<file path="config.mk">
export PLATFORM = sky130hd
export DESIGN_NAME = seq_hit_logger
export DESIGN_NICKNAME = d
export VERILOG_FILES = /design/src/rtl/seq_hit_logger.sv
export SDC_FILE = /design/constraint.sdc
export NUM_CORES = 1
export LEC_CHECK = 0
export CAP_MARGIN = 0
export CORE_ASPECT_RATIO = 2
export CORE_MARGIN = 5
export CORE_UTILIZATION = 67
export CTS_CLUSTER_DIAMETER = 100
export CTS_CLUSTER_SIZE = 25
export DETAILED_ROUTE_END_ITERATION = 10
export DONT_BUFFER_PORTS = 1
export GPL_ROUTABILITY_DRIVEN = 0
export GPL_TIMING_DRIVEN = 0
export MAX_ROUTING_LAYER = met4
export PLACE_DENSITY = 0.85
export SLEW_MARGIN = 20
export SYNTH_ARGS = -nofsm -noshare
export SYNTH_HDL_FRONTEND = slang
export SYNTH_SLANG_ARGS = --single-unit
</file>
<file path="constraint.sdc">
create_clock -name clk -period 5.1 [get_ports clk]
set_input_delay 1.02 -clock clk [delete_from_list [all_inputs] [get_ports clk]]
set_output_delay 1.02 -clock clk [all_outputs]
set_load 0.02 [all_outputs]
</file>
<file path="src/rtl/seq_hit_logger.sv">
// Timestamps rising edges of the detector output into a DEPTH-entry FIFO; an entry is readable 1 cycle after its hit.
// Reader pops via rd_valid/rd_ready; a hit arriving while full without a same-cycle pop is dropped and ovf is set (sticky).
module seq_hit_logger #(
  parameter int TS_W  = 8,
  parameter int DEPTH = 4,
  parameter int CNT_W = 8
) (
  input  logic                     clk,
  input  logic                     reset,
  input  logic                     en,
  input  logic                     clear,
  input  logic                     det_in,
  input  logic                     rd_ready,
  output logic                     rd_valid,
  output logic [TS_W-1:0]          rd_data,
  output logic [CNT_W-1:0]         hit_count,
  output logic                     ovf,
  output logic [$clog2(DEPTH):0]   fill
);
  localparam int AW = $clog2(DEPTH);
  localparam logic [AW:0] FULL_LVL = (AW+1)'(DEPTH);

  logic [TS_W-1:0] mem [DEPTH];
  logic [TS_W-1:0] ts;
  logic            det_q;
  logic [AW-1:0]   wr_ptr;
  logic [AW-1:0]   rd_ptr;
  logic            hit;
  logic            pop;
  logic            full;
  logic            push;
  logic            drop;

  assign hit      = det_in & ~det_q & en;
  assign rd_valid = (fill != '0);
  assign rd_data  = mem[rd_ptr];
  assign pop      = rd_valid & rd_ready;
  assign full     = (fill == FULL_LVL);
  // A same-cycle pop frees the slot, so a hit on a full FIFO is only lost without one.
  assign push     = hit & (~full | pop);
  assign drop     = hit & full & ~pop;

  always_ff @(posedge clk or negedge reset) begin
    if (!reset) begin
      ts        <= '0;
      det_q     <= 1'b0;
      wr_ptr    <= '0;
      rd_ptr    <= '0;
      fill      <= '0;
      hit_count <= '0;
      ovf       <= 1'b0;
    end else begin
      det_q <= det_in;
      if (en) ts <= ts + 1'b1;
      // clear flushes buffer state only; ts and det_q keep running.
      if (clear) begin
        wr_ptr    <= '0;
        rd_ptr    <= '0;
        fill      <= '0;
        hit_count <= '0;
        ovf       <= 1'b0;
      end else begin
        if (push) wr_ptr <= wr_ptr + 1'b1;
        if (pop)  rd_ptr <= rd_ptr + 1'b1;
        if (push && !pop)      fill <= fill + 1'b1;
        else if (pop && !push) fill <= fill - 1'b1;
        if (drop) ovf <= 1'b1;
        if (hit && (hit_count != '1)) hit_count <= hit_count + 1'b1;
      end
    end
  end

  always_ff @(posedge clk) begin
    if (push && !clear) mem[wr_ptr] <= ts;
  end

endmodule

</file>
Yosys cells after proc, flatten, opt, wreduce, memory -nomap -nowiden. Memories as Yosys holds them, arrays and structs flattened. Index checks and enable logic that the tools add are counted. W data, S select, Z words.

Register bits: 25. Memory bits (writable): 32. Input bits: 6. Memories kept: 1.

Memory list: mem (words 4, width 8, read ports 1, clocked after Yosys merged registers in 0, wr ports 1, line 23) `logic [TS_W-1:0] mem [DEPTH];`.

Add/sub/neg operators: 6. Equality and inequality tests: 2. Mux-type cells: 13. Bitwise operators: 10. Reductions and logical operators: 13.

Operators with widths (count): $add A8 B1 Y8 const B (2); $mux W8 (2); $mux W3 (3); $mux W2 (4); $ne A8 B8 Y1 const B (1); $reduce_bool A2 Y1 (4); $and A1 B1 Y1 (6); $reduce_bool A3 Y1 (2); $add A2 B1 Y2 const B (2); $logic_and A1 B1 Y1 (4); $mux W1 (4); $add A3 B1 Y3 const B (1); $eq A3 B3 Y1 const B (1); $logic_not A1 Y1 (3); $not A1 Y1 (3); $sub A3 B1 Y3 const B (1); $or A1 B1 Y1 (1).

Depth between registers and ports, before layout. Gate-level depths: netlist of the first run.

Depth after elaboration: 9. Mapped depth: 7. Mapped depth without buffers: 6.

Worst setup path after synthesis of the first run. Ideal clock, no wire load.

Path kind: input to register. Start point: input rd_ready. End point: register fill[2]. Library setup time: 132 ps. Arrival time: 2448 ps. Path slack: 2520 ps. Cell stages on the path: 6. Path buffers: 0. Path through: nor4b_4 > nor3_2 > fa_1 > or3_1 > a31oi_1 > a21oi_1.

Cells in the longest elaborated chain, start to end: 6. Elaborated cells between the ends (all ways): 10. Those cells by class: 2 x mux; 3 x bitwise; 5 x reduce/logical.

RTL lines: start, declared (line 13) `input logic rd_ready,`; $and A1 B1 Y1 (*) (line 37) `assign pop = rd_valid & rd_ready;`; $or A1 B1 Y1 (line 40) `assign push = hit & (~full | pop);`; $and A1 B1 Y1 (line 40); $logic_and A1 B1 Y1 or $logic_not A1 Y1 (tied branches) (line 65, 66); $mux W3 or $logic_and A1 B1 Y1 (tied branches) (line 65, 66); $mux W3 or $reduce_bool A3 Y1 (tied branches); end signal, assigned (line 65) `if (push && !pop) fill <= fill + 1'b1;`; end signal, assigned (line 66) `else if (pop && !push) fill <= fill - 1'b1;`; end, declared (line 18) `output logic [$clog2(DEPTH):0] fill`.

Mark *: on every way between the ends. The rest lies on a longest branch, timed or not. A chain may end at the register's enable or synchronous reset.

Worst setup path after layout of the first run.
Start point: register rd_ptr[0]. End point: output rd_data[6].

Cells in the longest elaborated chain, start to end: 1.

RTL lines: start, declared (line 27) `logic [AW-1:0] rd_ptr;`; start signal, assigned (line 64) `if (pop) rd_ptr <= rd_ptr + 1'b1;`; $mem_v2 Z4 W8; end, declared (line 15) `output logic [TS_W-1:0] rd_data,`.

Every way passes these cells.

==> results of run 1 <==
## sequential cells by signal, indices dropped and copies added (netlist names)
name	cells
ts	8
rd_ptr	2
wr_ptr	2
hit_count	8
det_q	1
mem	32
fill	3
ovf	1
## logic make-up after synthesis
logic type,count (synthesis),share of synthesized area (%)
DFF,57,63.9
and+or+nand+nor,52,12.1
AOI/OAI and AO/OA,18,5.14
xor gates and xnor gates,14,4.94
buffers and inverters,11,1.97
muxes,10,8.11
adders and majority gates,7,3.83
## final cells by class
| type | instances | area (um^2) |
|---|---|---|
| clock inverter | 3 | 40.0 |
| tap | 49 | 61.3 |
| inverter | 4 | 15.0 |
| fill | 240 | 875 |
| sequential | 57 | 1590 |
| clock buffer | 13 | 149 |
| multi-input combinational | 101 | 847 |
| buffer | 7 | 33.8 |
## worst max-delay path: cells and delay by family (launching register included)
| kind | cells | cell delay [ps] |
|---|---|---|
| multiplexers | 1 | 630 |
| flip-flops | 1 | 310 |
| buffers and inverters | 1 | 310 |
## stage by stage
step | setup slack [ps] | instances
final | 2500 | 234
after global routing | 2410 | 234
after CTS | 2470 | 234
after detailed placement | 2280 | 218
after global placement | 2440 | 218
after floorplan | 2520 | 169
## metal layers
metal  track usage, %  up-vias  wire length, um
met1             22.4      722             1440
li1                 -      651                -
met2             39.2       51             2720
met3             7.13       10              260
met4             11.1        0               85
met5                -        -                0
## cell usage in the layout, fill, tap and decap left out, drive strengths merged, types with 3 or more instances in the layout
cell type  count
dfrtp         25
and2           5
buf            5
inv            4
nor3           6
a21oi          5
o21ai          3
ha             6
clkbuf        15
nor2          13
nand2          7
xor2           8
nand4          5
mux4           8
nand3          3
xnor2          6
edfxtp        32
## power by group
group          switching, mW  total, mW  internal [mW]
Clock                  0.160      0.397          0.238
Combinational         0.0991      0.181         0.0820
Sequential            0.0721      0.631          0.559
## final timing paths
check | startpoint | end | slack, ps | cells past startpoint
hold / removal | reset | fill[1] | 380 | 0
setup / recovery | rd_ptr[0] | rd_data[6] | 2500 | 2
setup reg to reg | fill[0] | fill[2] | 2570 | 7
hold reg to reg | ts[7] | ts[7] | 550 | 1
min in group clk | ts[7] | ts[7] | 550 | 1
max in group asynchronous | reset | det_q | 4640 | 0
==> flow_metrics.env, run 1 <==
export IMPL_num_rows=31
export IMPL_ys_types=43
export IMPL_cts_sinks=57
export IMPL_clk_pin_slew_worst_paths_ps=60
export IMPL_skew_ps=4.86
export IMPL_dp_hpwl_um=3270
export IMPL_clk_latency_ps=330
export IMPL_hold_class="input port to async pin"
export IMPL_htreeDepth=3
export IMPL_cp_start_kind="flip-flop"
export IMPL_rsz0062_at_grt="no"
export IMPL_final_max_slew_viol_count=0
export IMPL_syn_nets=182
export IMPL_clock_fmax_ghz=0.385
export IMPL_track_usage_pct=22.7
export IMPL_synth_area_top_cells="edfxtp_1 (39%), dfrtp_1 (25%), mux4_2 (7.3%)"
export IMPL_slew_headroom_pct=65.2
export IMPL_cts_resized=0
export IMPL_start_util_pct=68.8
export IMPL_drive_gt1_share_pct=16.2
export IMPL_cts_buffer_depth=2
export IMPL_yosysMostFrequentCell="edfxtp_1"
export IMPL_synth_warnings=0
export IMPL_drcViolationCount=0
export IMPL_worstPathCellList="buf_2 > mux4_2"
export IMPL_worstMarginPinSlew_ps=521
export IMPL_grt_pass1_wl_um=7650
export IMPL_cts_hold_buf=0
export IMPL_crit_required_ps=4080
export IMPL_status="completed"
export IMPL_routed_wirelength_um=4500
export IMPL_synth_area_per_cell_um2=14.7
export IMPL_ys_top_cells_by_count="edfxtp_1 (32), dfrtp_1 (25), nor2_1 (13)"
export IMPL_ys_ff_latch=57
export IMPL_io_buffers=0
export IMPL_async_reset_ff_share_pct=43.9
export IMPL_vias_per_cell=6.13
export IMPL_setup_viol=0
export IMPL_fp_dieArea_um2=5100
export IMPL_slowest_stage="mux4_2"
export IMPL_endpoint_kind="primary output"
export IMPL_synth_edff_count=32
export IMPL_synth_top_area_cell="edfxtp_1"
export IMPL_power_density_nw_per_um2=443
export IMPL_ir_drop_mv=0.371
export IMPL_yosysTopAreaCellShare_pct=38.7
export IMPL_ys_seq_area_share_pct=63.9
export IMPL_clockRootBuffer="clkbuf_8"
export IMPL_dr_pass1_iters=4
export IMPL_layout_min_cycle_time_ps=2600
export IMPL_tritoncts_num_buffers=9
export IMPL_wl_per_cell_um=19.2
export IMPL_syn_inst=169
export IMPL_grt_overflow_total=0
export IMPL_antenna_cells=0
export IMPL_place_area_um2=2540
export IMPL_maxCapViolations=0
export IMPL_hold_slack_ps=383
export IMPL_coreArea_um2=3610
export IMPL_syn_to_final_growth_pct=10.1
export IMPL_power_leakage_nw=1.03
export IMPL_grt_max_degree=26
export IMPL_ant_nets=0
export IMPL_grt_pass1_vias=1542
export IMPL_num_vias=1434
export IMPL_hold_violations=0
export IMPL_crit_fanout=10
export IMPL_antenna_found_initial=0
export IMPL_io_pins=27
export IMPL_min_period_over_period_pct=51.0
export IMPL_final_nets=193
export IMPL_fp_dieH_um=96.1
export IMPL_crit_type="flip-flop to primary output"
export IMPL_tritoncts="built"
export IMPL_syn_cell_area_um2=2480
export IMPL_worst_path_largest_cell_delay_ps=630
export IMPL_drtIter0Drc=34
export IMPL_synth_ff_type="edfxtp_1"
export IMPL_post_cts_buffers=0
export IMPL_fin_total_pwr_mw=1.21
export IMPL_crit_arrival_ps=1580
export IMPL_design_area_um2=2730
export IMPL_final_core_util_pct=75.8
export IMPL_fin_tns_setup_ps=0
export IMPL_die_x_um=53.0
No activity file was read; power rests on OpenSTA's default activity.
==> run 2, diff against run 1 <==
--- a/config.mk
+++ b/config.mk
@@ -8,7 +8,7 @@
 export CAP_MARGIN = 0
 export CORE_ASPECT_RATIO = 2
 export CORE_MARGIN = 5
-export CORE_UTILIZATION = 67
+export CORE_UTILIZATION = 56
 export CTS_CLUSTER_DIAMETER = 100
 export CTS_CLUSTER_SIZE = 25
 export DETAILED_ROUTE_END_ITERATION = 10
@@ -16,7 +16,7 @@
 export GPL_ROUTABILITY_DRIVEN = 0
 export GPL_TIMING_DRIVEN = 0
 export MAX_ROUTING_LAYER = met4
-export PLACE_DENSITY = 0.85
+export PLACE_DENSITY = 0.76
 export SLEW_MARGIN = 20
 export SYNTH_ARGS = -nofsm -noshare
 export SYNTH_HDL_FRONTEND = slang
==> constraint.sdc (replaced) <==
create_clock -name clk -period 2.1 [get_ports clk]
set_input_delay 0.42 -clock clk [delete_from_list [all_inputs] [get_ports clk]]
set_output_delay 0.42 -clock clk [all_outputs]
set_load 0.02 [all_outputs]
==> run 2 against run 1 <==
Effect of this change:
- setup slack worse by 2500 ps
- non-clock buffer count up 6
- worst hold slack worse by 260 ps
- critical path type is now flip-flop to flip-flop
==> flow_metrics.env, run 2 (synthesis results as in run 1) <==
export IMPL_critical_path_top_delay_family="simple AND/OR/NAND/NOR gates"
export IMPL_min_period_over_period_pct=99.3
export IMPL_htreeDepth=3
export IMPL_multiInputGateArea_um2=866
export IMPL_power_leakage_nw=1.06
export IMPL_ant_nets=0
export IMPL_fin_total_pwr_mw=2.99
export IMPL_pwr_share_seq_pct=51.3
export IMPL_wl_per_cell_um=18.9
export IMPL_tritoncts_num_buffers=9
export IMPL_cp_start_kind="flip-flop"
export IMPL_fp_dieArea_um2=5950
export IMPL_grt_max_degree=26
export IMPL_drive_gt1_share_pct=20.9
export IMPL_skew_ps=4.41
export IMPL_slowest_stage="dfrtp_2"
export IMPL_grt_pass1_wl_um=7520
export IMPL_clock_fmax_ghz=0.480
export IMPL_hold_class="input port to flip-flop"
export IMPL_dp_hpwl_um=3280
export IMPL_antenna_cells=0
export IMPL_instances_no_fill=245
export IMPL_regArea_um2=1590
export IMPL_status="completed"
export IMPL_vias_per_cell=5.84
export IMPL_tritoncts="built"
export IMPL_grt_pass1_vias=1538
export IMPL_clk_latency_ps=320
export IMPL_worstMarginPinSlew_ps=542
export IMPL_drtIter0Drc=38
export IMPL_layout_setup_ws_ps=15.0
export IMPL_crit_fanout=8
export IMPL_track_usage_pct=17.7
export IMPL_routed_wirelength_um=4640
export IMPL_switching_share_pct=27.6
export IMPL_num_rows=34
export IMPL_coreArea_um2=4340
export IMPL_dp_slack_ps=-237
export IMPL_p_int_mw=2.17
export IMPL_hold_violations=0
export IMPL_fin_tns_setup_ps=0
export IMPL_endpoint_kind="flip-flop"
export IMPL_cts_buffer_depth=2
export IMPL_top_register="mem"
export IMPL_worst_path_largest_cell_delay_ps=510
export IMPL_worstPathCellList="nor4b_4 > nor3_4 > fa_2 > or3_4 > a31oi_1 > a21oi_1"
export IMPL_r2r_setup_slack_ps=10
export IMPL_reg_top3="mem (32), hit_count (8), ts (8)"
export IMPL_fp_dieH_um=104
export IMPL_crit_required_ps=2290
export IMPL_maxCapViolations=0
export IMPL_crit_type="flip-flop to flip-flop"
export IMPL_power_net_switching_mw=0.825
export IMPL_clockRootBuffer="clkbuf_8"
export IMPL_antenna_found_initial=0
export IMPL_num_vias=1430
export IMPL_io_pins=27
export IMPL_layout_min_cycle_time_ps=2090
export IMPL_setup_viol=0
export IMPL_start_util_pct=57.2
export IMPL_hold_slack_ps=120
export IMPL_final_cell_mix="edfxtp_1 (32), dfrtp_1 (23), nor2_1 (13)"
export IMPL_largest_register_ffs=32
export IMPL_drcViolationCount=0
export IMPL_rsz0062_at_grt="yes"
export IMPL_ir_drop_mv=0.980
export IMPL_die_x_um=57.1
export IMPL_fill_cells=318
export IMPL_cts_sinks=57
export IMPL_dr_pass1_iters=6
export IMPL_crit_arrival_ps=2270
export IMPL_syn_to_final_growth_pct=14.0
export IMPL_power_density_nw_per_um2=1060
export IMPL_clk_pin_slew_worst_paths_ps=60
export IMPL_combinationalPowerShare_pct=16.4
export IMPL_slew_headroom_pct=63.9
export IMPL_final_nets=199
export IMPL_clock_power_share_pct=32.2
export IMPL_dp_cells=223
export IMPL_io_buffers=0
export IMPL_final_common_cell="edfxtp_1"
export IMPL_crit_buf_inv=0
export IMPL_final_max_slew_viol_count=0
export IMPL_grt_overflow_total=0
-- run 2: final cells by class --
type,count,share of cell area [%]
well taps,54,2.39
flip-flops and latches,57,56.2
plain buffers,7,1.50
inverters,4,0.531
clock buffers,13,5.26
repair buffers,6,2.12
clock inverters,3,1.42
multi-input cells,101,30.6
-- run 2: final timing paths --
path | cells past startpoint | start | endpoint
worst max-delay path | 6 | fill[1] | fill[2]
min in group asynchronous | 2 | reset | fill[0]
max in group asynchronous | 2 | reset | ts[3]
worst max register to register | 6 | fill[1] | fill[2]
worst min register to register | 1 | ts[7] | ts[7]
worst min-delay path | 0 | det_in | det_q
-- run 2: layer usage --
layer	part of all wire (%)	GRT usage, %	vias up
li1	-	-	660
met1	33	15.6	709
met2	59	32.2	48
met3	5.2	5.34	13
met4	2.5	9.12	0
met5	0	-	-
-- run 2: repair_timing --
item / in CTS / in global routing
setup endpoints to repair: 2 / 9
buffers inserted: 4 / 0
gates resized for setup: 3 / 2
pin swaps: 5 / 4
endpoints found under the hold margin: 25 / 0
hold buffers: 2 / 0
-- run 2: worst register-to-register path: cells and delay by family, from the launching register on --
family / cells / cell delay (ps)
adders and majority gates: 1 / 350
and+or+nand+nor: 3 / 850
DFF: 1 / 510
AOI/OAI and AO/OA: 2 / 260
-- run 2: power groups by stage --
stage	logic (mW)	clock network (mW)	registers (mW)
floorplan	0.377	0	1.50
global route	0.533	1.04	1.55
detailed placement	0.444	0	1.55
finish	0.491	0.965	1.54
CTS	0.487	0.983	1.53
global placement	0.416	0	1.53
-- run 2: per-stage QoR --
step | area, um^2 | util (%)
after floorplan | 2490 | -
after global placement | 2560 | 58.9
after detailed placement | 2560 | 58.9
after CTS | 2820 | 65.0
after global routing | 2830 | 65.2
final | 2830 | 65.2
